$ cat src/rtl/mp_mult_scheduler.sv
// mp_mult_scheduler: sequences one D1..D4 coefficient set through a single
// shared pipelined signed multiplier (D1*D2, then D3*D4). It scales the two
// products by 9/8 and 3/8 and returns both scaled products and their sum.
//
// Handshakes: a transfer happens on a rising edge where valid && ready are
// both high. in_ready is high only in IDLE. out_valid is high only in DONE and
// stays high with stable data until out_ready is seen. The only exception is
// reset, which clears everything at once.
module mp_mult_scheduler #(
    parameter  int DW       = 16,
    parameter  int MULT_LAT = 2,
    parameter  int CNT_W    = 16,
    localparam int PW       = 2 * DW
) (
    input  logic             clk,
    input  logic             rst_n,
    input  logic             in_valid,
    output logic             in_ready,
    input  logic [DW-1:0]    d1,
    input  logic [DW-1:0]    d2,
    input  logic [DW-1:0]    d3,
    input  logic [DW-1:0]    d4,
    output logic             out_valid,
    input  logic             out_ready,
    output logic [PW-1:0]    mp_a,
    output logic [PW-1:0]    mp_b,
    output logic [PW-1:0]    mp_sum,
    output logic             busy,
    output logic [CNT_W-1:0] frame_cnt,
    output logic [2:0]       dbg_state
);

    localparam int XW = PW + 4;

    typedef enum logic [2:0] {
        S_IDLE  = 3'd0,
        S_MUL_A = 3'd1,
        S_MUL_B = 3'd2,
        S_DRAIN = 3'd3,
        S_DONE  = 3'd4
    } state_t;

    state_t               state_q, state_d;
    logic                 in_ready_q, out_valid_q;
    logic [DW-1:0]        d1_q, d2_q, d3_q, d4_q;
    logic signed [PW-1:0] prod_a_q;
    logic [PW-1:0]        mp_a_q, mp_b_q, mp_sum_q;
    logic [PW-1:0]        mp_a_d, mp_b_d, mp_sum_d;
    logic [CNT_W-1:0]     frame_q;

    // Shared multiplier pipeline: product plus a valid tag and an A/B tag
    logic [PW-1:0]        pipe_q  [MULT_LAT];
    logic                 tag_v_q [MULT_LAT];
    logic                 tag_b_q [MULT_LAT];

    logic                 accept, res_load, hs;
    logic                 issue_v, issue_b;
    logic [DW-1:0]        op_x, op_y;
    logic [PW-1:0]        issue_prod;
    logic                 mult_v, mult_b;
    logic signed [PW-1:0] mult_p;
    logic signed [XW-1:0] ax, bx, a9, b3, sum_x;

    assign accept   = (state_q == S_IDLE) && in_valid && in_ready_q;
    assign hs       = (state_q == S_DONE) && out_valid_q && out_ready;
    assign mult_v   = tag_v_q[MULT_LAT-1];
    assign mult_b   = tag_b_q[MULT_LAT-1];
    assign mult_p   = pipe_q[MULT_LAT-1];
    assign res_load = (state_q == S_DRAIN) && mult_v && mult_b;

    // Operand select for the shared multiplier: MUL_A issues D1*D2, MUL_B issues D3*D4
    always_comb begin
        issue_v    = (state_q == S_MUL_A) || (state_q == S_MUL_B);
        issue_b    = (state_q == S_MUL_B);
        op_x       = issue_b ? d3_q : d1_q;
        op_y       = issue_b ? d4_q : d2_q;
        issue_prod = $signed({{DW{op_x[DW-1]}}, op_x}) * $signed({{DW{op_y[DW-1]}}, op_y});
    end

    // Scaling by shift-add at PW+4 bits, then floor division by 8 and truncation
    always_comb begin
        ax       = XW'(prod_a_q);
        bx       = XW'(mult_p);
        a9       = ax + (ax <<< 3);
        b3       = bx + (bx <<< 1);
        mp_a_d   = PW'(a9 >>> 3);
        mp_b_d   = PW'(b3 >>> 3);
        sum_x    = (a9 >>> 3) + (b3 >>> 3);
        mp_sum_d = PW'(sum_x);
    end

    // Next-state logic for the pass sequencer
    always_comb begin
        state_d = state_q;
        case (state_q)
            S_IDLE:  if (accept) state_d = S_MUL_A;
            S_MUL_A: state_d = S_MUL_B;
            S_MUL_B: state_d = S_DRAIN;
            S_DRAIN: if (res_load) state_d = S_DONE;
            S_DONE:  if (hs) state_d = S_IDLE;
            default: state_d = S_IDLE;
        endcase
    end

    // State register and registered handshake flags (in_ready rises on the handshake edge)
    always_ff @(posedge clk or negedge rst_n) begin
        if (!rst_n) begin
            state_q     <= S_IDLE;
            in_ready_q  <= 1'b0;
            out_valid_q <= 1'b0;
            frame_q     <= '0;
        end else begin
            state_q     <= state_d;
            in_ready_q  <= (state_d == S_IDLE);
            out_valid_q <= (state_d == S_DONE);
            if (hs) frame_q <= frame_q + 1'b1;
        end
    end

    // Multiplier pipeline; the A product is parked when it emerges ahead of B
    always_ff @(posedge clk or negedge rst_n) begin
        if (!rst_n) begin
            for (int i = 0; i < MULT_LAT; i++) begin
                pipe_q[i]  <= '0;
                tag_v_q[i] <= 1'b0;
                tag_b_q[i] <= 1'b0;
            end
            prod_a_q <= '0;
        end else begin
            pipe_q[0]  <= issue_prod;
            tag_v_q[0] <= issue_v;
            tag_b_q[0] <= issue_b;
            for (int i = 1; i < MULT_LAT; i++) begin
                pipe_q[i]  <= pipe_q[i-1];
                tag_v_q[i] <= tag_v_q[i-1];
                tag_b_q[i] <= tag_b_q[i-1];
            end
            if (mult_v && !mult_b) prod_a_q <= mult_p;
        end
    end

    // Operand latch on accept and result registers loaded only on entry to DONE
    always_ff @(posedge clk or negedge rst_n) begin
        if (!rst_n) begin
            d1_q     <= '0;
            d2_q     <= '0;
            d3_q     <= '0;
            d4_q     <= '0;
            mp_a_q   <= '0;
            mp_b_q   <= '0;
            mp_sum_q <= '0;
        end else begin
            if (accept) begin
                d1_q <= d1;
                d2_q <= d2;
                d3_q <= d3;
                d4_q <= d4;
            end
            if (res_load) begin
                mp_a_q   <= mp_a_d;
                mp_b_q   <= mp_b_d;
                mp_sum_q <= mp_sum_d;
            end
        end
    end

    assign in_ready  = in_ready_q;
    assign out_valid = out_valid_q;
    assign mp_a      = mp_a_q;
    assign mp_b      = mp_b_q;
    assign mp_sum    = mp_sum_q;
    assign busy      = (state_q != S_IDLE);
    assign frame_cnt = frame_q;
    assign dbg_state = state_q;

endmodule

$ cat config.mk
export PLATFORM = sky130hd
export DESIGN_NAME = mp_mult_scheduler
export DESIGN_NICKNAME = d
export VERILOG_FILES = /design/src/rtl/mp_mult_scheduler.sv
export SDC_FILE = /design/constraint.sdc
export NUM_CORES = 1
export LEC_CHECK = 0
export BUFFER_PORTS_ARGS = -buffer_cell sky130_fd_sc_hd__buf_2
export CORE_AREA = 5 5 196 198
export CTS_CLUSTER_SIZE = 20
export DETAILED_ROUTE_END_ITERATION = 10
export DIE_AREA = 0 0 201 203
export GPL_TIMING_DRIVEN = 0
export PLACE_DENSITY_LB_ADDON = 0.15
export SYNTH_ARGS = -nofsm -noshare
export SYNTH_HDL_FRONTEND = slang
export SYNTH_SLANG_ARGS = --single-unit
$ cat constraint.sdc
create_clock -name clk -period 11.58 [get_ports clk]
set_input_delay 2.316 -clock clk [delete_from_list [all_inputs] [get_ports clk]]
set_output_delay 2.316 -clock clk [all_outputs]
set_load 0.005 [all_outputs]
==> impl_metrics.ini <==
[logic_synthesis]
synth_area_leaders = dfrtp_1 29%, fa_1 22%, ha_1 9.1%
synth.top_cells.by_count = 331 x nand2_1, 315 x inv_1, 280 x dfrtp_1
synth-seq-area-share_pct = 29.27
async_flop_share_pct = 100.0
ys_types = 73
ys_warn_count = 0
syn_inst = 2395
avgSynthCellArea_sq_um = 9.994
synth.most_common_cell = nand2_1
synth_top_area_cell = dfrtp_1
synth_top_area_share_pct = 29.27
synthFlopType = dfrtp_1
synth_edf_count = 0
ys_seq_elements = 280
syn_nets = 2902
synth_area_sq_mm = 0.02394

[timing]
final-setup-viol-count = 0
slew_viol_final = 0
fin_skew_ps = 13.17
finalHoldViolations = 0
fin_crit_ps = 9896
fin_crit_sh_pct = 85.46
slew_headroom_pct = 5.990
rsz0062_at_grt = no
tns_ps = 0
max_freq_mhz = 101.1
whs_ps = 345.7
worstMarginPinSlew_ps = 1371

[drt]
routedWlPerCell_um = 18.87
initialDrtViolationCount = 1105
drc_errors = 0
detail_route.first_pass.iterations = 5
via_per_inst = 5.724
vias = 17778
ant_nets = 0
wl_um = 58600

[critical_path]
required_ps = 12000
crit_path_max_fanout = 10
crit_type = flip-flop to flip-flop
worstSetupEndpointType = flip-flop
worstPathArrival_ps = 10310
cp_common_cell = fa_1
worst_path_max_delay_cell = o41ai_1
critPathBufInv = 6
cpLargestDelayFamily = adder cells
critPathLaunchType = flip-flop
slowest_delay_ps = 1000

[floorplanning]
coreArea_sq_mm = 0.03635
die_area_sq_mm = 0.04080
ios = 186
start_util_pct = 65.85
die_x_um = 201
fp-row-count = 70
die_y_um = 203

[global_route]
grt_overflow = 0
antenna_found_initial = 0
grt_pass1_wl_um = 96250
grt_start_max_net_pins = 103
track_usage_pct = 29.10
first_global_vias = 18596

[layout]
post-route-util_pct = 73.30
n_antenna_cell = 0
fin_area_sq_mm = 0.02664
drive_gt1_share_pct = 15.13
nFillCells = 2641
syn_to_final_growth_pct = 11.31
layout.nets = 3121

[clock_network]
cts_setup_buffers = 0
cts.path.max_buffers = 3
clkTransAtPathRegs_ps = 60
post_cts_resized = 0
cts_made_buffers = 30
htreeDepth = 1
clockRootBuffer = clkbuf_16
cts.sinks = 280
cts_tree = done
insertion_delay_ps = 570
cts_hold_buf = 0

[run]
cap_violations = 0

[placement]
placed_area_sq_mm = 0.02551
numPortBuffers = 185
place_congestion = 0.9694
dp_hpwl_um = 47190

[run_status]
outcome = finished clean

[worst_hold_path]
holdCritPathClass = flip-flop to flip-flop
## state kept, by name, summed over array words and instances, names as in the netlist
register,flops
mult_p,32
pipe_q,32
tag_v_q,1
in_ready,1
mp_a,32
mp_b,31
dbg_state,3
mult_v,1
tag_b_q,1
d2_q,16
d4_q,16
out_valid,1
mp_sum,32
frame_cnt,16
prod_a_q,32
d3_q,16
d1_q,16
mult_b,1
## final timing paths
check / from / endpoint / slack (ps) / cells after the start
max: dbg_state[2] / pipe_q[62] / 1680 / 25
min: pipe_q[53] / mult_p[21] / 350 / 0
max reg2reg: dbg_state[2] / pipe_q[62] / 1680 / 25
min reg2reg: pipe_q[53] / mult_p[21] / 350 / 0
max in group asynchronous: rst_n / frame_cnt[12] / 8490 / 3
min in group asynchronous: rst_n / mp_b[5] / 1720 / 1
## per-layer routing
| layer | GRT usage [%] | routed length [um] |
|---|---|---|
| met1 | 38.54 | 24470 |
| met4 | 9.587 | 2028 |
| met5 | 0 | 0 |
| met2 | 50.37 | 28680 |
| met3 | 3.626 | 3422 |
## per-stage QoR
stage	setup WS (ps)	std cells
after floorplan	4295	2395
after global placement	1900	3048
after detailed placement	1849	3050
after CTS	1766	3106
after global routing	1387	3106
final	1684	3106
## worst register-to-register path, cell delays in order, from the launching register on
cell and delay (ps):
dfrtp_1 460, nand2b_1 240, nor2_1 480, buf_1 630
clkbuf_1 810, mux2i_1 990, nor2_1 160, fa_1 580
inv_1 50, fa_1 480, fa_1 510, inv_1 50
fa_1 540, fa_1 500, inv_1 40, fa_1 470
inv_1 40, ha_1 370, nand3_1 150, o41ai_1 1000
nand4_1 270, a21oi_1 290, nor3_1 100, o21ai_0 260
a2111o_1 180, o211ai_1 90
## kinds of logic (layout without fill, tap and decap cells)
logic type,Yosys count,in the layout,synth area share (%)
and+or+nand+nor,675,675,11.96
adders and majority gates,439,439,31.23
buffers and inverters,373,616,5.870
AOI/OAI and AO/OA,338,338,9.404
DFF,280,280,29.27
muxes,169,169,7.778
xor gates and xnor gates,121,121,4.485
## layout by cell type, fill, tap and decap left out, types with 8 or more instances in the layout
master / netlist / layout
nand2_1: 331 / 331
inv_1: 315 / 315
dfrtp_1: 280 / 280
fa_1: 264 / 264
nor2_1: 198 / 198
buf_2: 0 / 184
ha_1: 175 / 175
mux2_2: 136 / 136
a21oi_1: 90 / 90
xnor2_1: 85 / 85
o21ai_0: 63 / 63
clkbuf_1: 48 / 55
a21o_1: 52 / 52
xor2_1: 35 / 35
mux2i_1: 33 / 33
clkbuf_16: 0 / 31
nor3_1: 30 / 30
nand3_1: 26 / 26
o21bai_1: 21 / 21
o21a_1: 18 / 18
nand2b_1: 17 / 17
a211oi_1: 17 / 17
nor2b_1: 14 / 14
o211ai_1: 12 / 12
and3_1: 11 / 11
a31oi_1: 9 / 9
buf_1: 8 / 8
nand4_1: 8 / 8
o31ai_1: 8 / 8
## layout make-up
| class | instances | area [sq um] | area share, % |
|---|---|---|---|
| Clock inverter | 12 | 246.5 | 0.9251 |
| Clock buffer | 44 | 884.6 | 3.320 |
| Multi-Input combinational cell | 1742 | 15520 | 58.26 |
| Timing Repair Buffer | 187 | 991.0 | 3.719 |
| Buffer | 58 | 222.7 | 0.8359 |
| Inverter | 315 | 1182 | 4.438 |
| Tap cell | 468 | 585.6 | 2.198 |
| Sequential cell | 280 | 7007 | 26.30 |
Power is left out: the tool's default activity adds up to more than one toggle a clock period on the data nets, which glitch-free logic cannot reach.
